File: src/rtl/gesture_on_off_detect.sv
// Turns per-frame gesture classes into one-cycle is_on/is_off pulses after a stable hold.
// Latency: pulse registered, high for the cycle after the confirming frame edge. No backpressure.
// Only frame_valid cycles advance the FSM; a cooldown and a release gate every retrigger.
module gesture_on_off_detect #(
    parameter int HOLD_FRAMES     = 8,
    parameter int COOLDOWN_FRAMES = 15
) (
    input  logic       clock,
    input  logic       reset,
    input  logic       frame_valid,
    input  logic [1:0] gesture,
    output logic       is_on,
    output logic       is_off,
    output logic [2:0] state,
    output logic [7:0] hold_count
);

    localparam logic [2:0] S_IDLE     = 3'd0;
    localparam logic [2:0] S_TRACK    = 3'd1;
    localparam logic [2:0] S_COOLDOWN = 3'd2;
    localparam logic [2:0] S_RELEASE  = 3'd3;

    localparam logic [7:0] HOLD_N = 8'(HOLD_FRAMES);
    localparam logic [7:0] COOL_N = 8'(COOLDOWN_FRAMES);
    // With no cooldown the fire goes straight to waiting for the hand to drop.
    localparam logic [2:0] FIRE_STATE = (COOLDOWN_FRAMES == 0) ? S_RELEASE : S_COOLDOWN;

    logic [1:0] cand;
    logic [7:0] count_inc;
    logic       gest_valid;

    assign count_inc  = hold_count + 8'd1;
    assign gest_valid = (gesture == 2'd1) || (gesture == 2'd2);

    always_ff @(posedge clock or negedge reset) begin
        if (!reset) begin
            state      <= S_IDLE;
            cand       <= 2'd0;
            hold_count <= 8'd0;
            is_on      <= 1'b0;
            is_off     <= 1'b0;
        end else begin
            is_on  <= 1'b0;
            is_off <= 1'b0;
            if (frame_valid) begin
                case (state)
                    S_IDLE: begin
                        if (gest_valid) begin
                            cand <= gesture;
                            if (HOLD_FRAMES == 1) begin
                                is_on      <= (gesture == 2'd1);
                                is_off     <= (gesture == 2'd2);
                                hold_count <= 8'd0;
                                state      <= FIRE_STATE;
                            end else begin
                                hold_count <= 8'd1;
                                state      <= S_TRACK;
                            end
                        end
                    end
                    S_TRACK: begin
                        if (!gest_valid) begin
                            hold_count <= 8'd0;
                            state      <= S_IDLE;
                        end else if (gesture != cand) begin
                            // Switching hands restarts the hold directly on the new gesture.
                            cand       <= gesture;
                            hold_count <= 8'd1;
                        end else if (count_inc == HOLD_N) begin
                            is_on      <= (cand == 2'd1);
                            is_off     <= (cand == 2'd2);
                            hold_count <= 8'd0;
                            state      <= FIRE_STATE;
                        end else begin
                            hold_count <= count_inc;
                        end
                    end
                    S_COOLDOWN: begin
                        if (count_inc == COOL_N) begin
                            hold_count <= 8'd0;
                            state      <= S_RELEASE;
                        end else begin
                            hold_count <= count_inc;
                        end
                    end
                    S_RELEASE: begin
                        if (!gest_valid) begin
                            state <= S_IDLE;
                        end
                    end
                    default: begin
                        hold_count <= 8'd0;
                        state      <= S_IDLE;
                    end
                endcase
            end
        end
    end

endmodule

File: config.mk
export PLATFORM = sky130hd
export DESIGN_NAME = gesture_on_off_detect
export DESIGN_NICKNAME = d
export VERILOG_FILES = /design/src/rtl/gesture_on_off_detect.sv
export SDC_FILE = /design/constraint.sdc
export NUM_CORES = 1
export LEC_CHECK = 0
export ABC_CLOCK_PERIOD_IN_PS = 4570
export CELL_PAD_IN_SITES_DETAIL_PLACEMENT = 1
export CELL_PAD_IN_SITES_GLOBAL_PLACEMENT = 1
export CORE_ASPECT_RATIO = 1.1
export CORE_MARGIN = 4
export CORE_UTILIZATION = 40
export CTS_CLUSTER_DIAMETER = 40
export DETAILED_ROUTE_END_ITERATION = 12
export PLACE_DENSITY_LB_ADDON = 0.1
export SYNTH_ARGS = -nofsm -noshare
export SYNTH_HDL_FRONTEND = slang
export SYNTH_SLANG_ARGS = --single-unit
export TNS_END_PERCENT = 50
File: constraint.sdc
create_clock -name clock -period 4.57 [get_ports clock]
set_input_delay 0.6855 -clock clock [delete_from_list [all_inputs] [get_ports clock]]
set_output_delay 0.6855 -clock clock [all_outputs]
set_load 0.02 [all_outputs]
==> impl.org <==
** Synth
- Mean post-synth cell area :: 8.32 um^2
- Yosys reg bits :: 14
- In the synthesized netlist the dominant register cell turns out to be dfrtp_1.
- Combinational family with the most area after synthesis :: simple AND/OR/NAND/NOR gates
- After synthesis the cells add up to 990 um^2.
- Share of synthesized area spent on multiplexers :: 0.0215
- Sequential element share of the synthesized area :: 0.354
- After synthesis, the share of flip-flops with an asynchronous set or reset is 1.00.
- The synthesized-area fraction occupied by ao, oa, aoi and oai cells came to 0.240.
- EDFF count, synth :: 0
- The Yosys step of the flow raised 0 warnings.
- Simple-gate portion of the synthesized area :: 0.292
- Number of distinct library cell variants in the gate-level netlist after synthesis :: 45
- Post-Synth XOR/XNOR Area :: 0.0354
- Counting every instance in the synthesized netlist gives 119.
- Adder and majority gate portion of the synthesized area :: 0.0253
- Synthesized Nets :: 126

** Worst setup path
- In this design, the stage delay of the slowest critical-path cell is 0.49 ns.
- WP data arrival :: 2.48 ns
- The critical path in this run is classified as flop to flop.
- Crit-path max FO :: 7
- Capture point of the worst reg-to-reg path :: hold_count[2]
- CP required :: 4.73 ns
- Slack of the worst reg-to-reg path :: 2.26 ns
- Ordered list of cells on the worst path :: ha_1 > and2_1 > o41ai_2 > a2bb2oi_1 > a311o_1 > o211ai_1
- On the critical path, the stage with the largest delay is an instance of dfrtp_1.
- Count of cell instances traversed by the critical path :: 6
- End of the critical path :: hold_count[2]
- The startpoint identified for the worst register-to-register timing path is hold_count[1].
- Crit. End Element :: flop
- Cell family contributing the most delay on the critical path :: compound AO/OA/AOI/OAI gates
- Timing startpoint of the critical path :: hold_count[1]
- Startpoint kind of the worst setup timing path :: flop
- The critical path contains buffers and inverters numbering 0 combined.
- Number of cells on the worst reg-to-reg path :: 6

** Timing
- Final number of max-transition violations :: 0
- In the finished design, the share of the clock period the worst path needs comes to 0.506.
- Total count of hold-check failures in the final report :: 0
- Setup repair after global routing left no endpoint under its margin.
- Static timing analysis puts the maximum clock frequency at 432 MHz.
- Worst slew pin tran :: 0.645 ns
- Setup violations remaining at the end of the flow were counted as 0.
- Setup TNS :: 0 ns
- Headroom to the max-slew limit :: 0.569
- Min Tclk post-route :: 2.31 ns
- Clock skew :: 0.00653 ns

** CTS
- Clock-pin slew was measured on the worst setup and hold paths at 0.09 ns.
- For this design, the CTS-stage hold fixing added 0 buffers.
- TritonCTS created 3 clock buffers.
- Post-CTS Setup Inserts :: 0
- Maximum number of buffers from clock root to sink :: 2
- Once the clock tree was built, the resizer swapped 0 gates to a different size.
- Root Buffer :: clkbuf_4
- For this design, the sink count on the clock tree is 14.
- At the later pin of the worst-skew pair, clock insertion delay measures 0.28 ns.
- Maximum level of the CTS H-tree :: 1
- TritonCTS built the clock tree.

** Pwr
- Maximum resistive drop on vdd :: 0.270 mV
- Power per cell area :: 412 mW/mm^2
- For this design the static power due to leakage is 0.000485 uW.

** Die
- Horizontal die dimension :: 55.4 um
- Initial Utilization :: 0.431
- The region available for standard cell placement spans 0.00230 mm^2.
- Die Area :: 0.00333 mm^2
- The floorplan step set the die height to 60.2 um.
- Cell row count :: 18
- I/O pin total :: 18

** Hold path
- Worst min path class :: flop to flop
- Worst Hold Depth :: 2

** Cells and area
- Inserted Diodes :: 0
- Layout cells sized above 1 :: 0.102
- For this run, the share of the core covered by cells in the final layout is 0.527.
- Post-layout net count :: 145
- Top library cells by usage in the layout, fill and taps aside :: nand2_1 (16), clkdlybuf4s50_1 (16), dfrtp_1 (14)
- Area added between synthesis and finish :: 22.4%

** Routing
- Via count normalized by instance count :: 5.69
- The detailed router placed 951 vias in this run.
- Routed Antenna Nets :: 0
- After detailed routing, the total wire length is 2370 um.
- Dividing the detail-routed wire length by the instance count gives 14.2 um.
- For this run, design rule violations remaining after detail routing come to 0.
- First DRT Iteration DRCs :: 13
- The pre-antenna-repair detailed-routing pass consisted of 4 iterations.

** Flow run
- Max-cap viol count :: 0

** Global route
- In the global route stage, overall resource usage came out at 0.160.
- The first global-routing pass estimated 4260 um of wire.
- The initial antenna violation count was 0.
- Entering global routing, the biggest net connects 15 pins.
- Leftover overflow at the end of global routing :: 0
- The via count of the first global-routing pass came to 958.

** Placement
- Detailed placement ended at an HPWL of 1870 um.
- In this run the tool buffered the top-level ports with 16 buffer cells.
- Routability-driven placement finished with a final weighted congestion of 0.879.

** Status
- Result of the run :: completed
[tightest hold or removal path, cell delays in order (launching register included)]
cell and delay (ns):
dfrtp_1 0.42, o21ai_1 0.09, o21ai_0 0.06
[layer usage]
metal	GRT usage	share of wire	wire, um
met1	0.182	0.46	1080
met2	0.307	0.49	1170
met3	0.0173	0.033	77
met4	0.0625	0.017	41
met5	0	0	0
[registers in the layout, summed over array words and instances (netlist names)]
name	count
hold_count	8
is_on	1
state	2
is_off	1
cand	2
[final cells by class]
| cell class | count | area (um^2) |
|---|---|---|
| Multi-Input combinational cell | 99 | 612 |
| Sequential cell | 14 | 350 |
| Timing Repair Buffer | 16 | 160 |
| Clock buffer | 4 | 36.3 |
| Fill cell | 294 | 1090 |
| Tap cell | 30 | 37.5 |
| Inverter | 4 | 15.0 |
[logic make-up after synthesis]
| kind of cell | after synthesis |
|---|---|
| adders and majority gates | 2 |
| other | 1 |
| buffers and inverters | 6 |
| xor gates and xnor gates | 4 |
| DFF | 14 |
| AOI/OAI and AO/OA | 35 |
| and+or+nand+nor | 55 |
| muxes | 2 |
[worst min path at each step]
stage / from / endpoint / slack [ns]
final: cand[1] / cand[1] / 0.60
after CTS: cand[1] / cand[1] / 0.60
after global routing: cand[1] / cand[1] / 0.65
after detailed placement: cand[1] / cand[1] / 0.59
after floorplan: reset / cand[0] / 0.39
after global placement: cand[1] / cand[1] / 0.58
[power by group]
part | switching [uW] | internal, uW
Clock | 41.2 | 48.4
Combinational | 127 | 101
Sequential | 37.2 | 144
[stage by stage]
step / std cells / area [um^2] / total power, uW / worst slack (ns) / hold WS, ns
6_report: 167 / 1210 / 498 / 2.26 / 0.598
5_1_grt: 167 / 1210 / 542 / 2.04 / 0.649
4_1_cts: 167 / 1210 / 504 / 2.22 / 0.598
3_5_place_dp: 163 / 1170 / 413 / 1.97 / 0.585
3_3_place_gp: 163 / 1170 / 408 / 2.07 / 0.581
2_1_floorplan: 119 / 990 / 332 / 2.52 / 0.390
[cells in the mapped netlist (2+ instances only)]
cell      instances  area share
dfrtp_1          14        0.35
nand3_1           5       0.025
and3_1            2       0.013
nor3_1            3       0.015
a21oi_1           9       0.046
nor2_1           12       0.046
ha_1              2       0.025
or2b_1            2       0.015
xnor2_1           2       0.018
o22ai_1           2       0.013
xor2_1            2       0.018
o21ai_1           8       0.040
o21ai_0           2       0.010
a31oi_1           2       0.013
nor4bb_1          2       0.020
nor2b_1           2       0.013
nand2b_1          3       0.019
nand2_1          16       0.061
inv_1             3       0.011
(Power assumes the default switching activity.)
==> edit 1 (same settings) <==
Reset style: synchronous (`reset`), changed in one clocked block.
--- a/src/rtl/gesture_on_off_detect.sv
+++ b/src/rtl/gesture_on_off_detect.sv
@@ -34,3 +34,3 @@
 
-    always_ff @(posedge clock or negedge reset) begin
+    always_ff @(posedge clock) begin
         if (!reset) begin
Function: differs if reset is asserted again (counterexample within 4 cycles, from zero or initial values and one cycle with reset low); with reset held inactive, the same outputs for 10 cycles.
==> edit 1 against the unedited design <==
  * Highest routed layer unchanged
  * Wire length rose by 26%
  * Critical path type is now input port to flop
  * Synthesized cell count rose by 17%
  * Sequential share of layout area fell by 6.4 points
  * First-iteration DRC count rose by 62%
  * Sequential cell count did not move
  * Final area rose by 2.6%
  * Synthesized area rose by 9.9%
  * Non-clock buffer count did not move
  * Worst setup slack got worse by 0.23 ns
Power is not compared: it rests on default switching activity, and its combinational part moved more than twofold at a synthesized area within 25%.
==> edit 1: results (changes against the unedited design) <==
- Netlist cell types: 49 (+8.9%)
- Slew margin rel.: 0.620 (+0.0514)
- Worst-skew pair later-pin latency: 0.30 ns (+0.02 ns)
- Synthesized instance count: 139 (+17%)
- Wire per inst: 16.8 um (+19%)
- Pin count of the biggest net entering global routing: 17 (+2)
- Sequential share of the synthesized area: 0.258 (-0.0962)
- Placed Cells: 173 (+6.1%)
- Family with the most delay on the worst path: simple AND/OR/NAND/NOR gates
- Post-DP HPWL: 2.27 mm (+21%)
- Layout Cells excl Fill: 177 (+6.0%)
- DRT iter0 DRCs: 21 (+8)
- Worst slack, placed: 1.71 ns (-0.265 ns)
- Worst hold start: cand[1]$_SDFFE_PN0P_
- RR Endpoint: hold_count[7]$_SDFFE_PN0P_
- All-Layer GR Usage: 0.177 (+0.0169)
- Area of the multi-input gates: 708 um2 (+16%)
- Synth area leaders: dfxtp_1 26%, nand2_1 4.8%, nand3_1 3.7%, buf_2 3.2%, o21ai_0 3.2%
- Synth top cells by count: 14 x dfxtp_1, 14 x nand2_1, 8 x nand3_1
- Fillers: 328 (+12%)
- Crit path max fanout: 8 (+1)
- Asr flop ratio synth: 0 (-1.00)
- Worst r2r path cells: 7 (+1)
- Ys flop type: dfxtp_1
- CP arrival: 2.73 ns (+0.25 ns)
- Worst r2r src: hold_count[1]$_SDFFE_PN0P_
- Origin of the worst setup path: gesture[1]
- Global-route wire length before repair: 5.05 mm (+19%)
- Max stage delay on crit path: 0.65 ns (+0.16 ns)
- Status: complete, no violations
- Reg-to-reg setup timing slack: 2.20 ns (-0.06 ns)
- CTS buffer count: 3 (unchanged)
- Hold path endpoint: is_off$_SDFF_PP0_
- Post-DR vias/cell: 6.03 (+5.9%)
- Placed Area: 1210 um2 (+2.7%)
- Slowest cell on the critical path: clkdlybuf4s50_1
- Number of global-route vias before repair: 1096 (+14%)
- Share of cells above drive strength 1: 0.0822 (-0.0200)
- CTS Buffer Depth: 2 (unchanged)
- Syn Nets: 146 (+16%)
edit 1: worst max path at each step:
stage                                 end  slack [ns]  cells after the start
2_1_floorplan  hold_count[3]$_SDFFE_PN0P_        2.41                      8
3_3_place_gp   hold_count[6]$_SDFFE_PN0P_        1.80                      7
3_5_place_dp   hold_count[7]$_SDFFE_PN0P_        1.71                      7
4_1_cts        hold_count[7]$_SDFFE_PN0P_        2.03                      7
5_1_grt        hold_count[7]$_SDFFE_PN0P_        1.90                      7
6_report       hold_count[7]$_SDFFE_PN0P_        2.02                      7
edit 1: tightest hold or removal path, delay by kind of cell (launching register included):
family	cells	cell delay, ns
flops	1	0.39
simple gates	1	0.05
buf+inv	1	0.12
edit 1: stage by stage:
| stage | power [mW] | hold slack (ns) |
|---|---|---|
| 4_1_cts | 0.276 | 0.599 |
| 3_5_place_dp | 0.180 | 0.585 |
| 6_report | 0.275 | 0.606 |
| 5_1_grt | 0.289 | 0.645 |
| 3_3_place_gp | 0.179 | 0.550 |
| 2_1_floorplan | 0.167 | 0.546 |
edit 1: layer usage:
layer  up-vias  routed length, um  part of all wire  GRT usage
met4         0                 96             0.032      0.110
li1        519                  -                 -          -
met1       509               1240              0.41      0.203
met2        28               1530              0.51      0.297
met3        11                122             0.041     0.0289
met5         -                  0                 0          0
edit 1: cell families after synthesis:
logic type                 share of synthesized area
other                                        0.00345
DFF                                            0.258
adders and majority gates                     0.0230
and+or+nand+nor                                0.331
buffers and inverters                         0.0909
muxes                                        0.00921
AOI/OAI and AO/OA                              0.244
xor gates and xnor gates                      0.0403
edit 1: area by class of cell:
class,count,area share
clock buffers,4,0.0292
flip-flops and latches,14,0.226
well taps,31,0.0312
inverters,5,0.0151
repair buffers,16,0.129
multi-input cells,107,0.570
edit 1: power breakdown:
| group | switching, mW | internal, mW |
|---|---|---|
| Sequential | 0.00666 | 0.125 |
| Combinational | 0.0269 | 0.0189 |
| Clock | 0.0490 | 0.0487 |
| Total | 0.0825 | 0.193 |
==> edit 2 (same settings) <==
Without the edit above. The parameter `COOLDOWN_FRAMES` goes from 15 to 14.
--- a/src/rtl/gesture_on_off_detect.sv
+++ b/src/rtl/gesture_on_off_detect.sv
@@ -5,3 +5,3 @@
     parameter int HOLD_FRAMES     = 8,
-    parameter int COOLDOWN_FRAMES = 15
+    parameter int COOLDOWN_FRAMES = 14
 ) (
Behaviour: no difference found for any inputs over 10 cycles, from zero or initial values and one cycle with reset low; that may be too few to reach the edited logic, so the function may still have changed.
==> edit 2 against the unedited design <==
  * Worst hold slack lost 0.0064 ns
  * Synthesized area grew 4.7%
  * Worst setup slack lost 0.081 ns
  * Total power grew 18%
  * Wire length grew 3.0%
  * Sequential cell count is the same
  * Synthesized cell count shrank 2.5%
  * Final area shrank 2.1%
  * Via count shrank 3.9%
  * Critical endpoint is now hold_count[6]$_DFFE_PN0P_
==> edit 2: results (changes against the unedited design) <==
- Status: complete, no violations
- Syn Nets: 123 (-2.4%)
- #MultiIn Comb: 90 (-9.1%)
- Number of global-route vias before repair: 934 (-2.5%)
- WL met2: 1.32 mm (+13%)
- Maximum vdd drop: 0.328 mV (+21%)
- Fillers: 306 (+4.1%)
- DRT met1 WL: 1.00 mm (-7.3%)
- Slowest cell on the critical path: clkdlybuf4s50_1
- Layout Cells excl Fill: 157 (-6.0%)
- Synth top cells by count: 14 x dfrtp_1, 12 x nand2_1, 9 x nor2_1
- Post-synthesis xor/xnor area fraction: 0.0676 (+0.0322)
- Slew margin rel.: 0.489 (-0.0798)
- Nets: 135 (-6.9%)
- Syn avg cell area: 8.93 um2 (+7.4%)
- WL met3: 78 um (+1.3%)
- Synth Area in Adders: 0.0242 (-0.00113)
- M2 GR Usage: 0.297 (-0.0104)
- Max stage delay on crit path: 0.61 ns (+0.12 ns)
- Via count: 914 (-3.9%)
- Mux share of post-synthesis cell area: 0 (-0.0215)
- Clock skew: 0.0137 ns (+0.00715 ns)
- CP arrival: 2.56 ns (+0.08 ns)
- GR Util met1: 0.183 (+0.000817)
- Data buffer area share: 0.135 (+0.00279)
- Fraction of area in multi-input gates: 0.508 (+0.00327)
- RD Place Congestion: 0.783 (-11%)
- Placed Cells: 154 (-5.5%)
- Global-route wire length before repair: 4.33 mm (+1.6%)
- Area Overhead vs Synth: 14.5%
- Synth area leaders: dfrtp_1 34%, xor2_1 5.1%, nand2_1 4.3%, o21ai_0 3.9%, a21oi_1 3.4%
- Clock network area share: 0.0190 (-0.0110)
==> edit 2: changes by cell type in the layout (fill, tap and decap cells not counted), sizes merged, moves of 3 or more <==
cell	change
xor2	+4
nor3	-3
nor2	-3
a31oi	+3
nand2	-4
==> edit 2: power by group <==
group	internal, mW	switching [mW]
clock	0.0307	0.0396
sequential	0.151	0.0615
combinational	0.136	0.170
total	0.317	0.271
==> edit 2: worst paths after layout <==
kind                                      startpoint                        end  slack, ns  depth (start not counted)
max in group asynchronous                      reset  hold_count[2]$_DFFE_PN0P_       3.35                          1
hold / removal             hold_count[7]$_DFFE_PN0P_  hold_count[7]$_DFFE_PN0P_       0.59                          2
setup reg to reg           hold_count[0]$_DFFE_PN0P_           is_off$_DFF_PN0_       2.18                          6
hold reg to reg            hold_count[7]$_DFFE_PN0P_  hold_count[7]$_DFFE_PN0P_       0.59                          2
setup / recovery                          gesture[0]  hold_count[6]$_DFFE_PN0P_       2.18                          6
min in group asynchronous                      reset  hold_count[7]$_DFFE_PN0P_       0.79                          1
